File: src/rtl/fetch_pipe_pkg.sv
`default_nettype none
// ============================================================================
// Module      : fetch_pipe_pkg
// Description : Shared constants and helpers for the fetch front end
//               (idle-stage limit, saturating age increment).
// Revision    : 1.0 - initial release
// ============================================================================
package fetch_pipe_pkg;

  // Upper bound on the number of idle register slices behind the F stage.
  localparam int FETCH_MAX_IDLE = 4;

  // Saturating +0/+1 on an age count carried in the low bits of a 32-bit word.
  // The caller passes the saturation ceiling for its own count width.
  function automatic logic [31:0] fetch_sat_inc(input logic [31:0] v,
                                                input logic        inc,
                                                input logic [31:0] maxv);
    logic [31:0] r;
    if (v >= maxv) r = maxv;
    else           r = v + {31'd0, inc};
    return r;
  endfunction

endpackage
`default_nettype wire

File: src/rtl/fetch_pipe_idle_stage.sv
`default_nettype none
// ============================================================================
// Module      : fetch_pipe_idle_stage
// Description : One idle register slice of the fetch pipe: valid flag,
//               instruction and saturating age count, with flush.
// Revision    : 1.0 - initial release
// ============================================================================
module fetch_pipe_idle_stage
  import fetch_pipe_pkg::*;
#(
  parameter int INSTR_WIDTH = 8,
  parameter int COUNT_WIDTH = 6
) (
  input  logic                   clk,
  input  logic                   rst,          // asynchronous, active-low
  input  logic                   flush_i,      // branch_mispredict
  input  logic                   rdy_i,        // this slice may take a new entry
  input  logic                   pc_en_i,      // PC increment of this cycle
  input  logic                   up_vld_i,
  input  logic [INSTR_WIDTH-1:0] up_instr_i,
  input  logic [COUNT_WIDTH-1:0] up_cnt_i,
  output logic                   vld_o,
  output logic [INSTR_WIDTH-1:0] instr_o,
  output logic [COUNT_WIDTH-1:0] cnt_o
);

  localparam logic [31:0] CNT_MAX = 32'((64'd1 << COUNT_WIDTH) - 64'd1);

  logic                   vld_q,   vld_d;
  logic [INSTR_WIDTH-1:0] instr_q, instr_d;
  logic [COUNT_WIDTH-1:0] cnt_q,   cnt_d;

  // Next state: flush clears, otherwise load from upstream when ready, else hold.
  // Both a move and a hold add this cycle's PC_en to the entry's age.
  always_comb begin
    vld_d   = vld_q;
    instr_d = instr_q;
    cnt_d   = cnt_q;
    if (flush_i) begin
      vld_d = 1'b0;
      cnt_d = '0;
    end else if (rdy_i) begin
      vld_d = up_vld_i;
      if (up_vld_i) begin
        instr_d = up_instr_i;
        cnt_d   = COUNT_WIDTH'(fetch_sat_inc(32'(up_cnt_i), pc_en_i, CNT_MAX));
      end else begin
        cnt_d   = '0;
      end
    end else begin
      cnt_d = COUNT_WIDTH'(fetch_sat_inc(32'(cnt_q), pc_en_i, CNT_MAX));
    end
  end

  // Slice registers with asynchronous active-low clear.
  always_ff @(posedge clk or negedge rst) begin
    if (!rst) begin
      vld_q   <= 1'b0;
      instr_q <= '0;
      cnt_q   <= '0;
    end else begin
      vld_q   <= vld_d;
      instr_q <= instr_d;
      cnt_q   <= cnt_d;
    end
  end

  assign vld_o   = vld_q;
  assign instr_o = instr_q;
  assign cnt_o   = cnt_q;

endmodule
`default_nettype wire

File: src/rtl/fetch_pipe.sv
`default_nettype none
// ============================================================================
// Module      : fetch_pipe
// Description : Instruction fetch front end. Issues code-memory reads, carries
//               each fetched word through 0..FETCH_MAX_IDLE idle slices to
//               decode with a saturating age count, reports occupancy and
//               flushes on branch_mispredict.
// Revision    : 1.0 - initial release
// ============================================================================
module fetch_pipe
  import fetch_pipe_pkg::*;
#(
  parameter int IDLE_STAGES = 1,
  parameter int INSTR_WIDTH = 8,
  parameter int COUNT_WIDTH = 6,
  parameter int OCC_WIDTH   = 3
) (
  input  logic                   clk,
  input  logic                   rst,                // asynchronous, active-low
  input  logic                   branch_mispredict,
  input  logic [INSTR_WIDTH-1:0] instr_in,
  output logic                   inst_rd_en,
  output logic                   PC_en,
  output logic [INSTR_WIDTH-1:0] instr_out,
  output logic [COUNT_WIDTH-1:0] ocount,
  output logic                   vld,
  input  logic                   next_rdy,
  output logic [OCC_WIDTH-1:0]   occupancy
);

  // Number of idle slices actually built; out-of-range requests are capped.
  localparam int N = (IDLE_STAGES > FETCH_MAX_IDLE) ? FETCH_MAX_IDLE : IDLE_STAGES;

  // Index 0 is the F stage (data is the memory output itself, age 0);
  // index k = 1..N is idle slice Sk. Outputs are taken from index N.
  logic [N:0]             v_vec;
  logic [N+1:0]           rdy_vec;
  logic [INSTR_WIDTH-1:0] ch_instr [0:N];
  logic [COUNT_WIDTH-1:0] ch_cnt   [0:N];

  logic                   f_vld_q, f_vld_d;
  logic                   fetch;
  logic [OCC_WIDTH-1:0]   occ_sum;

  assign v_vec[0]    = f_vld_q;
  assign ch_instr[0] = instr_in;
  assign ch_cnt[0]   = '0;

  // Ready chain from decode back to F: a slice can accept when it is empty
  // or its successor can accept, so bubbles collapse within the cycle.
  always_comb begin
    rdy_vec        = '0;
    rdy_vec[N + 1] = next_rdy;
    for (int k = N; k >= 0; k--) begin
      rdy_vec[k] = !v_vec[k] || rdy_vec[k + 1];
    end
  end

  // Fetch only out of reset, when not flushing and when F can accept.
  assign fetch      = rst && !branch_mispredict && rdy_vec[0];
  assign inst_rd_en = fetch;
  assign PC_en      = fetch;

  // F valid next state: flush clears; otherwise it tracks the read issued
  // whenever F is ready, and holds while stalled.
  always_comb begin
    f_vld_d = f_vld_q;
    if (branch_mispredict) begin
      f_vld_d = 1'b0;
    end else if (rdy_vec[0]) begin
      f_vld_d = fetch;
    end
  end

  // F stage valid register.
  always_ff @(posedge clk or negedge rst) begin
    if (!rst) begin
      f_vld_q <= 1'b0;
    end else begin
      f_vld_q <= f_vld_d;
    end
  end

  for (genvar k = 1; k <= N; k++) begin : g_idle
    fetch_pipe_idle_stage #(
      .INSTR_WIDTH (INSTR_WIDTH),
      .COUNT_WIDTH (COUNT_WIDTH)
    ) u_stage (
      .clk        (clk),
      .rst        (rst),
      .flush_i    (branch_mispredict),
      .rdy_i      (rdy_vec[k]),
      .pc_en_i    (fetch),
      .up_vld_i   (v_vec[k - 1]),
      .up_instr_i (ch_instr[k - 1]),
      .up_cnt_i   (ch_cnt[k - 1]),
      .vld_o      (v_vec[k]),
      .instr_o    (ch_instr[k]),
      .cnt_o      (ch_cnt[k])
    );
  end

  // Occupancy: population count of every registered valid flag.
  always_comb begin
    occ_sum = '0;
    for (int k = 0; k <= N; k++) begin
      occ_sum = occ_sum + OCC_WIDTH'(v_vec[k]);
    end
  end

  assign occupancy = occ_sum;
  assign vld       = v_vec[N];
  assign instr_out = ch_instr[N];
  assign ocount    = ch_cnt[N];

endmodule
`default_nettype wire
File: config.mk
export PLATFORM = sky130hd
export DESIGN_NAME = fetch_pipe
export DESIGN_NICKNAME = d
export VERILOG_FILES = /design/src/rtl/fetch_pipe_pkg.sv /design/src/rtl/fetch_pipe_idle_stage.sv /design/src/rtl/fetch_pipe.sv
export SDC_FILE = /design/constraint.sdc
export NUM_CORES = 1
export LEC_CHECK = 0
export BUFFER_PORTS_ARGS = -buffer_cell sky130_fd_sc_hd__buf_2
export CELL_PAD_IN_SITES_DETAIL_PLACEMENT = 1
export CELL_PAD_IN_SITES_GLOBAL_PLACEMENT = 2
export CORE_MARGIN = 2
export CORE_UTILIZATION = 25
export CTS_CLUSTER_DIAMETER = 80
export CTS_CLUSTER_SIZE = 24
export DETAILED_ROUTE_END_ITERATION = 10
export GPL_ROUTABILITY_DRIVEN = 0
export HOLD_SLACK_MARGIN = 0.12
export PLACE_DENSITY_LB_ADDON = 0.1
export SKIP_CTS_REPAIR_TIMING = 1
export SLEW_MARGIN = 15
export SYNTH_ARGS = -nofsm -noshare
export SYNTH_HDL_FRONTEND = slang
export SYNTH_SLANG_ARGS = --single-unit
File: constraint.sdc
create_clock -name clk -period 2.8 [get_ports clk]
set_input_delay 0.7 -clock clk [delete_from_list [all_inputs] [get_ports clk]]
set_output_delay 0.7 -clock clk [all_outputs]
set_load 0.01 [all_outputs]
==> metrics.md, run 1 <==
| Metric | Value |
|---|---|
| Outcome | finished, final reports clean |
| RSZ-0062 raised after global routing | no |
| Antenna violations before repair | 0 |
| Clk sinks | 16 |
| Top cells by area, synth | dfrtp_1, mux2_2, ha_1 |
| Max Slew Vio Count | 0 |
| Final min period | 2.29 ns |
| Post-route ant nets | 0 |
| Post-synth EDFFs | 0 |
| Top-count cell post-synth | dfrtp_1 |
| Vias per std cell | 4.73 |
| TritonCTS buffer count | 3 |
| Pwr/cell area | 554 nW/um^2 |
| Mean Syn Cell Area | 12.3 sq um |
| Vias | 577 |
| Die width | 58.0 microns |
| Sequential power share | 51.9% |
| Clock root cell | clkbuf_4 |
| Worst setup path end | inst_rd_en |
| First-pass GRT wire length | 2.57 mm |
| Syn Inst Count | 59 |
| Full die area | 3360 sq um |
| Post-synthesis sequential area ratio | 55.0% |
| Largest area contributor in the netlist | dfrtp_1 |
| Switching power | 136 uW |
| Critical path's slowest cell | nor2b_1 |
| Tcrit/Tclk final | 81.7% |
| Crit Path Class | in -> out |
| Initial drt markers | 22 |
| Largest net degree at the start of global routing | 19 |
| CP Data Arrival Time | 1.59 ns |
| Worst hold path type | in -> async |
| Async set or reset register ratio after synthesis | 100% |
| Cell family with most CP delay | simple AND/OR/NAND/NOR gates |
| YS warnings | 0 |
| Setup WS post-layout | 0.513 ns |
| Crit. Startpoint | next_rdy |
| Slowest cell delay on critical path | 0.42 ns |
| Routed wire length | 1.56 mm |
| Worst slew pin tran | 0.530 ns |
| Io pins | 32 |
| Placeable Area | 2760 sq um |
| Post-synth top area share | 55.0% |
| Reg2reg end | g_idle[1].u_stage.cnt_o[4] |
| Layout Nets | 107 |
| Buf/Inv on CP | 2 |
| CTS tree | yes |
| Worst EP required | 2.10 ns |
| Headroom to the max-slew limit | 64.6% |
| CP endpoint kind | output port |
| Total negative setup slack | 0 ns |
| R2r setup slk | 0.91 ns |
| Pre-CTS setup slack | 0.469 ns |
| # diodes | 0 |
| Post-Syn Area | 728 sq um |
| CP Depth | 4 |
| Setup violators final | 0 |
| Mapped Nets | 74 |
| Worst Reg2Reg Path Length in Cells | 6 |
| Synthesis-to-finish area growth | 29.2% |
| Leak | 0.000477 uW |
| Max_cap viols | 0 |
| First-pass iteration count of the detailed router | 4 |
| Max IR drop VDD | 0.215 mV |
| Gate power share | 18.2% |
| Reg clk slew, reported paths | 0.10 ns |
| Global route overflow | 0 |
| Filler Cell Count | 321 |
| Port buffer count | 30 |
| Max Fclk | 437 MHz |
| Clk_skew | 0.00641 ns |
| CP max FO | 7 |
| CP Cell Sequence | buf_2 > nor2b_1 > a21oi_1 > buf_2 |
| Post-DP HPWL | 1.18 mm |
| #FFs+latches synth | 16 |
| Clock Tree Buf Depth | 2 |
| Clk network pwr share | 29.8% |
| Worst skew pair latency | 0.29 ns |
| Die Y | 58.0 microns |
| Vias in the first global route | 576 |
| Synth Flop Type | dfrtp_1 |
| Post-synth cell types | 21 |
| Reg2reg start | g_idle[1].u_stage.vld_o |
| Most instantiated cells after synthesis | dfrtp_1, mux2_2, a21oi_1 |
| Num rows | 19 |
| Initial Util | 26.4% |
| Total track usage | 10.2% |
| # DRC | 0 |
| Hold Vio Cnt, Final | 0 |
| Switching Share | 26.1% |
| Post-DR wirelength/cell | 12.8 microns |
| Hold Slack | 0.362 ns |
| Share of cells above drive strength 1 | 48.4% |
| CP Launch Type | primary input |
| Pint | 385 uW |
| CTS H-Tree Depth | 1 |
| Most used cell, CP | buf_2 |
-- area by class of cell --
type / instances / area, sq um / area share, %
clock buffers: 4 / 36.3 / 3.86
flip-flops and latches: 16 / 400 / 42.6
inverters: 2 / 7.51 / 0.798
repair buffers: 31 / 158 / 16.8
well taps: 31 / 38.8 / 4.12
multi-input cells: 38 / 300 / 31.9
-- power groups by stage --
stage / clock, uW / combinational [uW] / sequential [uW]
final: 156 / 95.2 / 271
after global routing: 174 / 105 / 276
after CTS: 164 / 97.8 / 272
after detailed placement: 0 / 98.0 / 276
after global placement: 0 / 96.9 / 274
after floorplan: 0 / 38.2 / 288
-- state kept, by name, summed over array words and instances, names as in the netlist --
register and cells:
g_idle.u_stage.instr_o 8, f_vld_q 1, g_idle.u_stage.vld_o 1, g_idle.u_stage.cnt_o 6
-- layer usage --
layer  up-vias  global-route usage [%]  routed length (microns)
met2        23                    15.9                      717
met4         0                    2.99                       19
met1       282                    12.2                      682
met5         -                       0                        0
li1        270                       -                        -
met3         2                    5.36                      146
-- through the flow --
step | instances | instance area, sq um | power, uW | util [%]
finish | 122 | 941 | 522 | 34.1
global route | 122 | 941 | 554 | 34.1
CTS | 122 | 941 | 534 | 34.1
detailed placement | 118 | 905 | 374 | 32.8
global placement | 118 | 905 | 371 | 32.8
floorplan | 59 | 728 | 326 | -
-- worst min path at each step --
stage | cells after the start | to | slack [ns] | start
finish | 2 | g_idle[1].u_stage.cnt_o[4] | 0.36 | rst
global route | 2 | g_idle[1].u_stage.cnt_o[4] | 0.36 | rst
CTS | 2 | g_idle[1].u_stage.cnt_o[0] | 0.37 | rst
detailed placement | 1 | g_idle[1].u_stage.instr_o[1] | 0.49 | g_idle[1].u_stage.instr_o[1]
global placement | 1 | g_idle[1].u_stage.instr_o[2] | 0.49 | g_idle[1].u_stage.instr_o[2]
floorplan | 0 | f_vld_q | 0.40 | rst
-- placed cells by master (no fill, tap or decap), drive strengths merged --
master,count
a31oi,2
xor2,1
nor2,3
nand2b,3
nor2b,1
and4b,1
mux2,8
and3,2
a211oi,1
nor3b,1
xnor2,1
clkbuf,4
a21oi,6
buf,31
conb,1
nor3,1
ha,3
a311oi,1
nand3,2
inv,2
dfrtp,16
-- cells by family (layout without fill, tap and decap cells) --
kind of cell / count (synthesis) / count (layout) / share of synthesized area, %
flops: 16 / 16 / 55.0
simple gates: 14 / 14 / 12.7
xor+xnor: 2 / 2 / 2.41
fa+ha+maj: 3 / 3 / 5.16
mux: 8 / 8 / 12.4
compound gates: 10 / 10 / 8.08
other cells: 1 / 1 / 0.515
buf+inv: 5 / 37 / 3.78
Power figures use the tool's default switching activity.
==> inputs of run 2 (changes only) <==
- clock period: 2.8 -> 1.8 ns (I/O delays scaled with it)
==> metrics.md, run 2 (synthesized netlist as in run 1, its figures left out) <==
| Metric | Value |
|---|---|
| Outcome | finished, final reports clean |
| # diodes | 0 |
| Final min period | 1.69 ns |
| Setup violators final | 0 |
| Port buffer count | 30 |
| R2r setup slk | 0.19 ns |
| Sequential cell area | 400 sq um |
| Most frequent cells in the layout | buf_2, dfrtp_1, mux2_2 |
| Hold Vio Cnt, Final | 0 |
| Pwr/cell area | 851 nW/um^2 |
| Full die area | 3360 sq um |
| Clk sinks | 16 |
| Reg2reg start | g_idle[1].u_stage.vld_o |
| Die width | 58.0 microns |
| Placeable Area | 2760 sq um |
| CP max FO | 3 |
| Reg2reg end | g_idle[1].u_stage.instr_o[1] |
| CTS tree | yes |
| Worst skew pair latency | 0.29 ns |
| Reg clk slew, reported paths | 0.10 ns |
| Worst Reg2Reg Path Length in Cells | 4 |
| Largest net degree at the start of global routing | 19 |
| Global route overflow | 0 |
| CP Cell Sequence | nor2b_1 > a21oi_1 > buf_2 |
| # DRC | 0 |
| Vias in the first global route | 611 |
| Layout Nets | 109 |
| Multi-input logic area | 300 sq um |
| CP Launch Type | register |
| Final Power | 814 uW |
| CP Data Arrival Time | 1.24 ns |
| First-pass iteration count of the detailed router | 3 |
| Total track usage | 10.8% |
| Clk_skew | 0.00105 ns |
| Synthesis-to-finish area growth | 31.3% |
| Post-DP HPWL | 1.20 mm |
| Vias | 591 |
| Worst hold path type | in -> async |
| Post-route ant nets | 0 |
| Antenna violations before repair | 0 |
| Initial drt markers | 11 |
| Die Y | 58.0 microns |
| RSZ-0062 raised after global routing | no |
| Num rows | 19 |
| Clock Tree Buf Depth | 2 |
| Max Fclk | 592 MHz |
| Io pins | 32 |
| Worst EP required | 1.35 ns |
| Slowest cell delay on critical path | 0.40 ns |
| Routed wire length | 1.56 mm |
| Buf/Inv on CP | 1 |
| Cell family with most CP delay | flip-flops |
| Max reg flops | 8 |
| CTS H-Tree Depth | 1 |
| Total negative setup slack | 0 ns |
| Initial Util | 26.4% |
| Clock root cell | clkbuf_4 |
| Critical path's slowest cell | dfrtp_1 |
| Max IR drop VDD | 0.539 mV |
| Vias per std cell | 4.77 |
| Crit Path Class | reg -> out |
| TritonCTS buffer count | 3 |
| CP endpoint kind | output port |
| Leak | 0.000487 uW |
| Post-DR wirelength/cell | 12.6 microns |
| Share of cells above drive strength 1 | 49.5% |
| Filler Cell Count | 327 |
| Commonest non-fill, non-tap cell in the layout | buf_2 |
| First-pass GRT wire length | 2.71 mm |
| Max_cap viols | 0 |
| Max Slew Vio Count | 0 |
| Tcrit/Tclk final | 93.9% |
run 2: cell count changes in the layout (fill, tap and decap cells not counted), sizes merged:
cell,delta
buf,+2
run 2: power by group:
part / total, uW / internal [uW] / switching (uW)
clock: 242 / 123 / 119
sequential: 421 / 400 / 20.7
combinational: 151 / 78.9 / 71.9
run 2: metal layers:
layer | share of wire, % | wire length, microns | up-vias | track usage [%]
li1 | - | - | 277 | -
met1 | 42 | 657 | 287 | 12.4
met2 | 47 | 740 | 22 | 17.0
met3 | 9.3 | 145 | 5 | 5.80
met4 | 1.3 | 21 | 0 | 3.99
met5 | 0 | 0 | - | 0
run 2: final cells by class:
cell class | instances | share of cell area (%)
multi-input cells | 38 | 31.4
flip-flops and latches | 16 | 41.9
clock buffers | 4 | 3.80
well taps | 31 | 4.06
repair buffers | 33 | 18.1
inverters | 2 | 0.785
run 2: how the worst max path moves through the flow:
| stage | start | to | slack (ns) | cells past startpoint |
|---|---|---|---|---|
| after floorplan | g_idle[1].u_stage.vld_o | g_idle[1].u_stage.cnt_o[4] | 0.02 | 7 |
| after global placement | next_rdy | g_idle[1].u_stage.instr_o[3] | 0.13 | 5 |
| after detailed placement | branch_mispredict | g_idle[1].u_stage.cnt_o[4] | 0.08 | 7 |
| after CTS | g_idle[1].u_stage.vld_o | inst_rd_en | 0.08 | 3 |
| after global routing | g_idle[1].u_stage.vld_o | inst_rd_en | 0.04 | 3 |
| final | g_idle[1].u_stage.vld_o | PC_en | 0.11 | 3 |
run 2: stage by stage:
stage	setup slack, ns	cell area [sq um]	utilization [%]	hold slack [ns]	std cells
finish	0.111	956	34.7	0.128	124
CTS	0.0759	956	34.7	0.125	124
detailed placement	0.0794	920	33.3	0.460	120
global placement	0.132	920	33.3	0.454	120
global route	0.0440	956	34.7	0.125	124
floorplan	0.0244	728	-	0.154	59
==> inputs of run 3 (changes only) <==
- ABC_AREA: unset -> 1
- CORE_UTILIZATION: 25 -> 24
- CTS_BUF_LIST: unset -> sky130_fd_sc_hd__clkbuf_8
- SLEW_MARGIN: 15 -> unset
==> metrics.md, run 3 <==
| Metric | Value |
|---|---|
| Post-synthesis sequential area ratio | 48.7% |
| CTS H-Tree Depth | 1 |
| CP endpoint kind | output port |
| Most frequent cells in the layout | buf_2, nand2_1, inv_1 |
| CP Launch Type | register |
| Clk_skew | 0.00220 ns |
| First-pass GRT wire length | 3.11 mm |
| Reg2reg end | g_idle[1].u_stage.cnt_o[4] |
| Max Slew Vio Count | 0 |
| Total track usage | 10.1% |
| Placeable Area | 3310 sq um |
| Post-Syn Area | 822 sq um |
| Commonest non-fill, non-tap cell in the layout | buf_2 |
| Pwr/cell area | 818 nW/um^2 |
| Hold Vio Cnt, Final | 0 |
| Post-DR wirelength/cell | 10.6 microns |
| Mapped Nets | 115 |
| Setup violators final | 0 |
| CP max FO | 3 |
| CP Data Arrival Time | 1.20 ns |
| Full die area | 3910 sq um |
| Max reg flops | 8 |
| Post-synth EDFFs | 0 |
| Clock root cell | clkbuf_8 |
| Async set or reset register ratio after synthesis | 100% |
| # diodes | 0 |
| Worst skew pair latency | 0.25 ns |
| Worst EP required | 1.35 ns |
| Crit Path Class | reg -> out |
| Worst hold path type | in -> async |
| R2r setup slk | 0.17 ns |
| Mean Syn Cell Area | 8.22 sq um |
| Post-synth top area share | 48.7% |
| Syn Inst Count | 100 |
| CTS tree | yes |
| Filler Cell Count | 427 |
| Initial drt markers | 14 |
| Post-route ant nets | 0 |
| Port buffer count | 30 |
| Largest area contributor in the netlist | dfrtp_1 |
| Final min period | 1.65 ns |
| TritonCTS buffer count | 3 |
| Num rows | 21 |
| Reg clk slew, reported paths | 0.06 ns |
| Post-synth cell types | 20 |
| Final cell count without fillers | 179 |
| Crit. Startpoint | g_idle[1].u_stage.vld_o |
| Top cells by area, synth | dfrtp_1, nand2_1, inv_1 |
| Most instantiated cells after synthesis | nand2_1, inv_1, dfrtp_1 |
| #FFs+latches synth | 16 |
| Clk sinks | 16 |
| Vias | 715 |
| Tcrit/Tclk final | 91.8% |
| Die width | 62.5 microns |
| Synth Flop Type | dfrtp_1 |
| YS warnings | 0 |
| Vias per std cell | 3.99 |
| Layout Nets | 149 |
| Routed wire length | 1.90 mm |
| First-pass iteration count of the detailed router | 4 |
| Reg2reg start | g_idle[1].u_stage.vld_o |
| Share of cells above drive strength 1 | 33.1% |
| Top-count cell post-synth | nand2_1 |
| Vias in the first global route | 713 |
| Cell count after placement | 174 |
| Worst Reg2Reg Path Length in Cells | 11 |
| Synthesis-to-finish area growth | 30.6% |
| Final core utilization | 32.4% |
| Initial Util | 24.8% |
| Max IR drop VDD | 0.464 mV |
| Post-DP HPWL | 1.47 mm |
| Global route overflow | 0 |
| Io pins | 32 |
| Leak | 0.000649 uW |
| Clock Tree Buf Depth | 2 |
| Antenna violations before repair | 0 |
| # DRC | 0 |
| Max_cap viols | 0 |
| Max Fclk | 605 MHz |
| Largest net degree at the start of global routing | 18 |
| Die Y | 62.5 microns |
| Outcome | finished, final reports clean |
| Total negative setup slack | 0 ns |
| Worst setup path end | occupancy[0] |
## run 3: cell count changes in the layout (fill, tap and decap cells not counted), moves of 3 or more
cell      change
a21oi_1       -3
nor2_1        +6
o21ai_1       +9
nand2b_1      -3
mux2_2        -8
clkbuf_8      +3
nand2_1      +23
clkbuf_4      -3
inv_1        +16
## run 3: area by class of cell
| cell class | instances | area [sq um] | share of cell area [%] |
|---|---|---|---|
| Multi-Input combinational cell | 60 | 317 | 29.5 |
| Clock buffer | 4 | 55.1 | 5.13 |
| Inverter | 21 | 78.8 | 7.34 |
| Tap cell | 46 | 57.6 | 5.36 |
| Sequential cell | 16 | 400 | 37.3 |
| Timing Repair Buffer | 32 | 165 | 15.4 |
## run 3: critical path: stages, from the launching register on
cell	delay [ns]
dfrtp_1	0.40
buf_4	0.14
ha_1	0.27
buf_2	0.14
## run 3: worst min path at each step
stage	end	slack (ns)	depth (start not counted)
2_1_floorplan	f_vld_q	0.15	0
3_3_place_gp	g_idle[1].u_stage.instr_o[1]	0.47	2
3_5_place_dp	g_idle[1].u_stage.cnt_o[3]	0.47	2
4_1_cts	g_idle[1].u_stage.cnt_o[3]	0.20	2
5_1_grt	g_idle[1].u_stage.instr_o[2]	0.20	2
6_report	g_idle[1].u_stage.instr_o[2]	0.19	2
## run 3: through the flow
stage	hold slack [ns]	worst slack, ns	power [uW]	instance area, sq um
6_report	0.186	0.148	878	1070
5_1_grt	0.197	-0.00214	936	1070
4_1_cts	0.196	0.138	895	1070
3_5_place_dp	0.472	0.0154	564	1010
3_3_place_gp	0.466	0.0874	561	1010
2_1_floorplan	0.154	0.230	496	822
## run 3: cells by family after synthesis
kind of cell / after synthesis / share of synthesized area [%]
compound gates: 13 / 8.22
xor+xnor: 1 / 1.07
fa+ha+maj: 3 / 4.57
buf+inv: 24 / 12.8
flops: 16 / 48.7
other cells: 1 / 0.456
simple gates: 42 / 24.2
## run 3: layer usage
layer	track usage, %	vias up	share of wire (%)
met1	10.9	327	43
met5	0	-	0
met3	4.32	2	6.5
met4	2.50	0	0.42
li1	-	366	-
met2	18.1	20	50
## run 3: where the power goes
| group | internal [uW] | switching, uW | leakage [uW] | total (uW) |
|---|---|---|---|---|
| sequential | 396 | 20.4 | 0.000209 | 416 |
| combinational | 60.8 | 78.4 | 0.000410 | 139 |
| clock | 194 | 129 | 0.0000288 | 323 |
